--- src/rtl/vend_pkg.sv ---
// Shared types, default coin table and counter-width helper for the vend controller.
package vend_pkg;

  typedef enum logic [2:0] {
    ST_IDLE,
    ST_SETTLE,
    ST_VEND,
    ST_CHANGE,
    ST_PULSE,
    ST_GAP
  } vend_state_t;

  localparam int DEF_N_COIN = 3;
  localparam int DEF_AMT_W  = 9;
  localparam logic [DEF_N_COIN*DEF_AMT_W-1:0] DEF_COIN_VAL = {9'd25, 9'd10, 9'd5};

  function automatic int cnt_w(input int max);
    return $clog2(max + 1);
  endfunction

endpackage

--- src/rtl/vend_multi_if.sv ---
// Signal bundle between coin-detect front end / solenoid drivers and the vend controller.
interface vend_multi_if
  import vend_pkg::*;
#(
  parameter int N_COIN = DEF_N_COIN,
  parameter int AMT_W  = DEF_AMT_W
);
  logic [N_COIN-1:0] detect;
  logic [AMT_W-1:0]  amount;
  logic              buy;
  logic              return_coins;
  logic              load;
  logic              ok;
  logic [N_COIN-1:0] ret;
  logic [AMT_W-1:0]  credit;
  logic [N_COIN-1:0] empty;
  logic              coin_rej;
  logic              short_chg;
  logic              busy;

  modport master (
    output detect, amount, buy, return_coins, load,
    input  ok, ret, credit, empty, coin_rej, short_chg, busy
  );

  modport slave (
    input  detect, amount, buy, return_coins, load,
    output ok, ret, credit, empty, coin_rej, short_chg, busy
  );
endinterface

--- src/rtl/vend_coin_sel.sv ---
// Greedy change picker: one-hot of the highest-value stocked coin not exceeding acc.
module vend_coin_sel #(
  parameter int N_COIN = 3,
  parameter int AMT_W  = 9,
  parameter int INV_W  = 8,
  parameter logic [N_COIN*AMT_W-1:0] COIN_VAL = '0
) (
  input  logic [AMT_W-1:0]        acc,
  input  logic [N_COIN*INV_W-1:0] inv,
  output logic                    found,
  output logic [N_COIN-1:0]       sel_oh
);
  always_comb begin
    found  = 1'b0;
    sel_oh = '0;
    // Ascending scan so the last hit, i.e. the highest value, wins.
    for (int i = 0; i < N_COIN; i++) begin
      if (inv[i*INV_W +: INV_W] != '0 && COIN_VAL[i*AMT_W +: AMT_W] <= acc) begin
        found     = 1'b1;
        sel_oh    = '0;
        sel_oh[i] = 1'b1;
      end
    end
  end
endmodule

--- src/rtl/vend_multi.sv ---
// Vend controller: accumulates coin credit, holds ok for a fixed vend time,
// then pays change greedily from per-denomination inventory via timed ret pulses.
module vend_multi
  import vend_pkg::*;
#(
  parameter int N_COIN    = DEF_N_COIN,
  parameter int AMT_W     = DEF_AMT_W,
  parameter logic [N_COIN*AMT_W-1:0] COIN_VAL = (N_COIN*AMT_W)'(DEF_COIN_VAL),
  parameter int INV_W     = 8,
  parameter int INV_INIT  = 4,
  parameter int DEB_CYC   = 24,
  parameter int VEND_CYC  = 150,
  parameter int PULSE_CYC = 1500,
  parameter int GAP_CYC   = 1500
) (
  input logic         clk,
  input logic         reset,
  vend_multi_if.slave bus
);
  localparam int MAX_A = (DEB_CYC > VEND_CYC) ? DEB_CYC : VEND_CYC;
  localparam int MAX_B = (PULSE_CYC > GAP_CYC) ? PULSE_CYC : GAP_CYC;
  localparam int CW    = cnt_w((MAX_A > MAX_B) ? MAX_A : MAX_B);
  localparam logic [AMT_W:0]   ACC_MAX = {1'b0, {AMT_W{1'b1}}};
  localparam logic [INV_W-1:0] INV_MAX = '1;
  localparam logic [INV_W-1:0] INV_RST = INV_W'(INV_INIT);

  vend_state_t             state_q, state_d;
  logic [CW-1:0]           cnt_q, cnt_d;
  logic [AMT_W-1:0]        acc_q, acc_d, amt_q, amt_d;
  logic [N_COIN*INV_W-1:0] inv_q, inv_d;
  logic [N_COIN-1:0]       ret_q, ret_d, coin_q, coin_d;
  logic                    coin_rej_q, coin_rej_d, short_chg_q, short_chg_d;

  logic                    cnt_inc, buy_ok, settle_done, vend_done, pulse_done, gap_done;
  logic [N_COIN-1:0]       coin_oh, sel_oh, empty_v;
  logic [AMT_W-1:0]        coin_val, sel_val;
  logic [AMT_W:0]          coin_sum;
  logic                    sel_found;

  vend_coin_sel #(
    .N_COIN(N_COIN), .AMT_W(AMT_W), .INV_W(INV_W), .COIN_VAL(COIN_VAL)
  ) u_sel (
    .acc(acc_q), .inv(inv_q), .found(sel_found), .sel_oh(sel_oh)
  );

  always_comb begin
    coin_oh  = bus.detect & (~bus.detect + 1'b1);
    coin_val = '0;
    sel_val  = '0;
    for (int i = 0; i < N_COIN; i++) begin
      if (coin_oh[i]) coin_val = coin_val | COIN_VAL[i*AMT_W +: AMT_W];
      if (sel_oh[i])  sel_val  = sel_val  | COIN_VAL[i*AMT_W +: AMT_W];
    end
    coin_sum    = {1'b0, acc_q} + {1'b0, coin_val};
    buy_ok      = (bus.amount != '0) && (acc_q >= bus.amount);
    settle_done = (|(coin_q & ~bus.detect)) && (cnt_q == CW'(DEB_CYC - 1));
    vend_done   = (cnt_q == CW'(VEND_CYC - 1));
    pulse_done  = (cnt_q == CW'(PULSE_CYC - 1));
    gap_done    = (cnt_q == CW'(GAP_CYC - 1));
  end

  always_ff @(posedge clk) begin
    if (reset) begin
      state_q     <= ST_IDLE;
      cnt_q       <= '0;
      acc_q       <= '0;
      amt_q       <= '0;
      inv_q       <= {N_COIN{INV_RST}};
      ret_q       <= '0;
      coin_q      <= '0;
      coin_rej_q  <= 1'b0;
      short_chg_q <= 1'b0;
    end else begin
      state_q     <= state_d;
      cnt_q       <= cnt_d;
      acc_q       <= acc_d;
      amt_q       <= amt_d;
      inv_q       <= inv_d;
      ret_q       <= ret_d;
      coin_q      <= coin_d;
      coin_rej_q  <= coin_rej_d;
      short_chg_q <= short_chg_d;
    end
  end

  always_comb begin
    state_d = state_q;
    cnt_inc = 1'b0;
    case (state_q)
      ST_IDLE: begin
        if (bus.load)              state_d = ST_IDLE;
        else if (|bus.detect)      state_d = ST_SETTLE;
        else if (bus.return_coins) state_d = ST_CHANGE;
        else if (bus.buy && buy_ok) state_d = ST_VEND;
      end
      ST_SETTLE: begin
        if (settle_done)                 state_d = ST_IDLE;
        else if (|(coin_q & ~bus.detect)) cnt_inc = 1'b1;
      end
      ST_VEND:   if (vend_done)  state_d = ST_CHANGE; else cnt_inc = 1'b1;
      ST_CHANGE: state_d = sel_found ? ST_PULSE : ST_IDLE;
      ST_PULSE:  if (pulse_done) state_d = ST_GAP;    else cnt_inc = 1'b1;
      ST_GAP:    if (gap_done)   state_d = ST_CHANGE; else cnt_inc = 1'b1;
      default:   state_d = ST_IDLE;
    endcase
    // One counter serves every timed state; any state change restarts it.
    if (state_d != state_q) cnt_d = '0;
    else if (cnt_inc)       cnt_d = cnt_q + 1'b1;
    else                    cnt_d = cnt_q;
  end

  always_comb begin
    acc_d       = acc_q;
    amt_d       = amt_q;
    inv_d       = inv_q;
    ret_d       = ret_q;
    coin_d      = coin_q;
    coin_rej_d  = 1'b0;
    short_chg_d = 1'b0;
    case (state_q)
      ST_IDLE: begin
        if (bus.load) begin
          inv_d = {N_COIN{INV_RST}};
        end else if (|bus.detect) begin
          coin_d = coin_oh;
          if (coin_sum <= ACC_MAX) begin
            acc_d = coin_sum[AMT_W-1:0];
            for (int i = 0; i < N_COIN; i++)
              if (coin_oh[i] && inv_q[i*INV_W +: INV_W] != INV_MAX)
                inv_d[i*INV_W +: INV_W] = inv_q[i*INV_W +: INV_W] + 1'b1;
          end else begin
            coin_rej_d = 1'b1;
          end
        end else if (!bus.return_coins && bus.buy && buy_ok) begin
          amt_d = bus.amount;
        end
      end
      ST_VEND: if (vend_done) acc_d = acc_q - amt_q;
      ST_CHANGE: begin
        if (sel_found) begin
          ret_d = sel_oh;
          acc_d = acc_q - sel_val;
          for (int i = 0; i < N_COIN; i++)
            if (sel_oh[i]) inv_d[i*INV_W +: INV_W] = inv_q[i*INV_W +: INV_W] - 1'b1;
        end else if (acc_q != '0) begin
          short_chg_d = 1'b1;
          acc_d       = '0;
        end
      end
      ST_PULSE: if (pulse_done) ret_d = '0;
      default: ;
    endcase
  end

  always_comb begin
    empty_v = '0;
    for (int i = 0; i < N_COIN; i++) empty_v[i] = (inv_q[i*INV_W +: INV_W] == '0);
    bus.ok        = (state_q == ST_VEND);
    bus.busy      = (state_q != ST_IDLE);
    bus.ret       = ret_q;
    bus.credit    = acc_q;
    bus.empty     = empty_v;
    bus.coin_rej  = coin_rej_q;
    bus.short_chg = short_chg_q;
  end
endmodule

--- src/flat_wrapper.sv ---
// flat-port wrapper written by rule: the top's interface ports become plain ports
module vend_multi_flat import vend_pkg::*;
#(
  parameter int N_COIN    = DEF_N_COIN,
  parameter int AMT_W     = DEF_AMT_W,
  parameter logic [N_COIN*AMT_W-1:0] COIN_VAL = (N_COIN*AMT_W)'(DEF_COIN_VAL),
  parameter int INV_W     = 8,
  parameter int INV_INIT  = 4,
  parameter int DEB_CYC   = 24,
  parameter int VEND_CYC  = 150,
  parameter int PULSE_CYC = 1500,
  parameter int GAP_CYC   = 1500
)
  (clk, reset, bus_detect, bus_amount, bus_buy, bus_return_coins, bus_load, bus_ok, bus_ret, bus_credit, bus_empty, bus_coin_rej, bus_short_chg, bus_busy);
  vend_multi_if #(.N_COIN(N_COIN), .AMT_W(AMT_W)) bus_i ();
  input logic clk;
  input logic reset;
  input wire logic [$bits(bus_i.detect)-1:0] bus_detect;
  input wire logic [$bits(bus_i.amount)-1:0] bus_amount;
  input wire logic [$bits(bus_i.buy)-1:0] bus_buy;
  input wire logic [$bits(bus_i.return_coins)-1:0] bus_return_coins;
  input wire logic [$bits(bus_i.load)-1:0] bus_load;
  output wire logic [$bits(bus_i.ok)-1:0] bus_ok;
  output wire logic [$bits(bus_i.ret)-1:0] bus_ret;
  output wire logic [$bits(bus_i.credit)-1:0] bus_credit;
  output wire logic [$bits(bus_i.empty)-1:0] bus_empty;
  output wire logic [$bits(bus_i.coin_rej)-1:0] bus_coin_rej;
  output wire logic [$bits(bus_i.short_chg)-1:0] bus_short_chg;
  output wire logic [$bits(bus_i.busy)-1:0] bus_busy;
  assign bus_i.detect = bus_detect;
  assign bus_i.amount = bus_amount;
  assign bus_i.buy = bus_buy;
  assign bus_i.return_coins = bus_return_coins;
  assign bus_i.load = bus_load;
  assign bus_ok = bus_i.ok;
  assign bus_ret = bus_i.ret;
  assign bus_credit = bus_i.credit;
  assign bus_empty = bus_i.empty;
  assign bus_coin_rej = bus_i.coin_rej;
  assign bus_short_chg = bus_i.short_chg;
  assign bus_busy = bus_i.busy;
  vend_multi #(.N_COIN(N_COIN), .AMT_W(AMT_W), .COIN_VAL(COIN_VAL), .INV_W(INV_W), .INV_INIT(INV_INIT), .DEB_CYC(DEB_CYC), .VEND_CYC(VEND_CYC), .PULSE_CYC(PULSE_CYC), .GAP_CYC(GAP_CYC)) u_core (.clk(clk), .reset(reset), .bus(bus_i));
endmodule
--- config.mk ---
export PLATFORM = sky130hd
export DESIGN_NAME = vend_multi_flat
export DESIGN_NICKNAME = d
export VERILOG_FILES = /design/src/rtl/vend_pkg.sv /design/src/rtl/vend_multi_if.sv /design/src/rtl/vend_coin_sel.sv /design/src/rtl/vend_multi.sv /design/src/flat_wrapper.sv
export SDC_FILE = /design/constraint.sdc
export NUM_CORES = 1
export LEC_CHECK = 0
export BUFFER_PORTS_ARGS = -buffer_cell sky130_fd_sc_hd__buf_2
export CAP_MARGIN = 25
export CORE_ASPECT_RATIO = 0.6
export CORE_UTILIZATION = 45
export CTS_BUF_LIST = sky130_fd_sc_hd__clkbuf_2
export DETAILED_ROUTE_END_ITERATION = 10
export SKIP_CTS_REPAIR_TIMING = 1
export SYNTH_ARGS = -nofsm -noshare
export SYNTH_HDL_FRONTEND = slang
export SYNTH_SLANG_ARGS = --single-unit
--- constraint.sdc ---
create_clock -name clk -period 3.7 [get_ports clk]
set_clock_uncertainty 0.05 [all_clocks]
set_input_delay 0.37 -clock clk [delete_from_list [all_inputs] [get_ports clk]]
set_output_delay 0.37 -clock clk [all_outputs]
set_load 0.02 [all_outputs]
==> impl_results.md <==
* Status: finished, final reports clean
* WHS at 0.02333 ns
* Worst r2r src: u_core.inv_q[17]$_SDFFE_PP0P_
* Rel. slew slack at 44.20%
* Initial antenna violation count at 0
* Worst Path Arrival at 3.97 ns
* Setup crit start: u_core.inv_q[17]$_SDFFE_PP0P_
* Cells after Synth at 682
* Register bit total from synthesis at 64
* Fin cells at 864
* Largest net degree at the start of global routing at 49
* Slew @ Worst Pin at 0.8370 ns
* Height of the die at 84.56 um
* Setup_tns at 0 ns
* Hold Violations, Final at 0
* Die X at roughly 140 um
* Hold_sp: bus_amount[2]
* CP bufs+invs at 1
* Top FF cell, synth: dfxtp_1
* Max Cap Viol at 0
* IO Port Bufs at 35
* Critical path class: register to register
* Share of cells above drive strength 1 at 16.00%
* Most Frequent Cell on Critical Path: ha_1
* EDFF count, synth at 0
* Antenna Cells at 0
* Antenna-violating nets left at 0
* Placed instance count at ~850
* Largest cells by area after synthesis: dfxtp_1 25%, ha_1 8.8%, a21oi_1 5.6%
* PD cells at 326.7 nW/um2
* Crit path max fanout at 3
* Full die area at 11810 um2
* Period utilization at 96.05%
* Most area-hungry cell type in the Yosys netlist: dfxtp_1
* Maximum VDD drop at 157.0 uV
* CP max stage cell: or4b_4
* Net count, final at 776
* Initial Util at 47.28%
* RSZ-0062 raised after global routing: no
* Yosys warnings at 0
* Worst Path Required at 4.12 ns
* Most common cell in the netlist: nor2_1
* Cell area after synthesis at 5112 um2
* Vias at ~5400
* DRC at 0
* Leakage at 2.374 nW
* DR vias/cell at ~6.3
* Post-layout min period at roughly 3.6 ns
* Bufs on Longest Clock Path at 2
* Worst Hold Class: primary input to register
* CTS sink count at between 60 and 70
* HPWL after DPL at 11520 um
* CTS root buf: clkbuf_2
* Row count at 29
* Slowest stage delay, CP at 0.48 ns
* Register area at 1282 um2
* Layout area overhead at 12.11%
* DRT Pass-1 Iters at 5
* Core ar. at roughly 11000 um2
* Final setup violation count at 0
* Initial DRC count at 636
* Remaining global-route overflow at 0
* Unique cell type count in the Yosys netlist at 71
* Vias in the first global route at 4945
* First-pass GRT wire length at 25770 um
* # IOs at 36
* TritonCTS Buffers at 9
* Final wirelength at 15900 um
* Max-slew violation count at 0
* Max Freq at 0.2814 GHz
* H-tree depth at 3
* Average size of a mapped cell at 7.496 um2
* Worst path cell trace: inv_1, ha_1, or4b_4, o2bb2ai_4, or3b_4, ha_1, nor2b_1, o31a_1, or2_2, a2111oi_4, xnor2_1, o22ai_1, o221a_2
* Final GP Congestion at approximately 0.92
* Post-Syn Nets at between 700 and 800
* Clk Latency, worst-skew pair at 0.55 ns
* CTS tree: built
* Filler instances at between 1000 and 1500
* GR Util All Layers at 27.56%
* CP Launch Type: register
* Crit. End Element: register
* Crit path max-delay family: simple AND/OR/NAND/NOR gates
* Utilization after layout at 53.01%
* DR WL/cell at 18.40 um
* Share of the yosys chip area belonging to registers at 25.06%
* Top cell type's share of synthesized area at 25.06%
* Top post-synthesis cells by count: 67 x nor2_1, 64 x dfxtp_1, 57 x a21oi_1, 51 x nand2_1, 42 x o21ai_0
* Synth async-reset ratio at 0%
* Area of the multi-input gates at roughly 3500 um2
* Clock transition at the registers of the reported paths at roughly 0.21 ns
-- sequential cells by signal, summed over array words and instances (netlist names) --
register,count
u_core.cnt_q,11
u_core.amt_q,9
u_core.bus.ret,3
u_core.bus.coin_rej,1
u_core.bus.short_chg,1
u_core.coin_q,3
u_core.state_q,3
u_core.inv_q,24
u_core.bus.credit,9
-- layout make-up --
cell class | instances | share of cell area, %
multi-input cells | 532 | 61.84
flip-flops and latches | 64 | 22.38
repair buffers | 75 | 8.339
well taps | 139 | 3.034
inverters | 38 | 2.489
clock inverters | 6 | 1.048
clock buffers | 10 | 0.8732
-- path summary, 6_finish.rpt --
| kind | endpoint | slack [ns] | cells after the start |
|---|---|---|---|
| min | u_core.amt_q[2]$_SDFFE_PP0P_ | 0.02 | 3 |
| min reg2reg | u_core.bus.ret[1]$_SDFFE_PP0P_ | 0.46 | 2 |
| max | u_core.bus.credit[7]$_SDFFE_PP0P_ | 0.15 | 13 |
| max reg2reg | u_core.bus.credit[7]$_SDFFE_PP0P_ | 0.15 | 13 |
-- metal layers --
metal  routed length (um)  track usage [%]  share of wire, %  vias to the layer above
li1                     -                -                 -                     2585
met5                    0                0                 0                        -
met1                 7938            42.05                50                     2563
met2                 6413            38.83                40                      235
met3                 1348            5.362               8.5                       30
met4                  199            6.993               1.3                        0
-- worst register-to-register path, cell delays in order, from the launching register on --
cell	delay (ns)
dfxtp_2	0.36
inv_1	0.09
ha_1	0.15
or4b_4	0.48
o2bb2ai_4	0.13
or3b_4	0.39
ha_1	0.27
nor2b_1	0.14
o31a_1	0.26
or2_2	0.32
a2111oi_4	0.33
xnor2_1	0.16
o22ai_1	0.09
o221a_2	0.27
-- power by group --
group          switching (mW)  internal (mW)  total, mW
clock                   0.292          0.155      0.447
combinational           0.409          0.285      0.693
sequential             0.0217          0.710      0.732
-- metrics by stage --
step	worst slack (ns)	instance area, um2	power [mW]
4_1_cts	-0.04884	5657	1.824
5_1_grt	0.006086	5732	1.968
3_3_place_gp	0.07317	5547	1.356
3_5_place_dp	-0.04098	5547	1.372
6_report	0.1461	5732	1.872
2_1_floorplan	0.01334	5112	1.180
-- cells by family after synthesis --
logic type | after synthesis | share of synthesized area, %
simple gates | 260 | 26.43
flops | 64 | 25.06
fa+ha+maj | 39 | 9.985
xor+xnor | 22 | 3.769
mux | 11 | 2.154
buf+inv | 86 | 6.559
compound gates | 200 | 26.04
-- cell usage in the layout (no fill, tap or decap), types with 10 or more instances in the layout --
| master | instances |
|---|---|
| buf_4 | 39 |
| buf_2 | 35 |
| nor3_1 | 33 |
| clkbuf_2 | 10 |
| nand3_1 | 22 |
| a211oi_1 | 10 |
| o21ai_0 | 42 |
| inv_1 | 38 |
| ha_1 | 36 |
| a21oi_1 | 56 |
| nor2_1 | 67 |
| dfxtp_1 | 63 |
| nand4_1 | 11 |
| xor2_1 | 11 |
| mux2i_1 | 11 |
| xnor2_1 | 11 |
| nand2_1 | 51 |
| and3_1 | 11 |
| or3_1 | 10 |
| a31oi_1 | 14 |
Note: power is estimated with default switching activity, not from simulation.
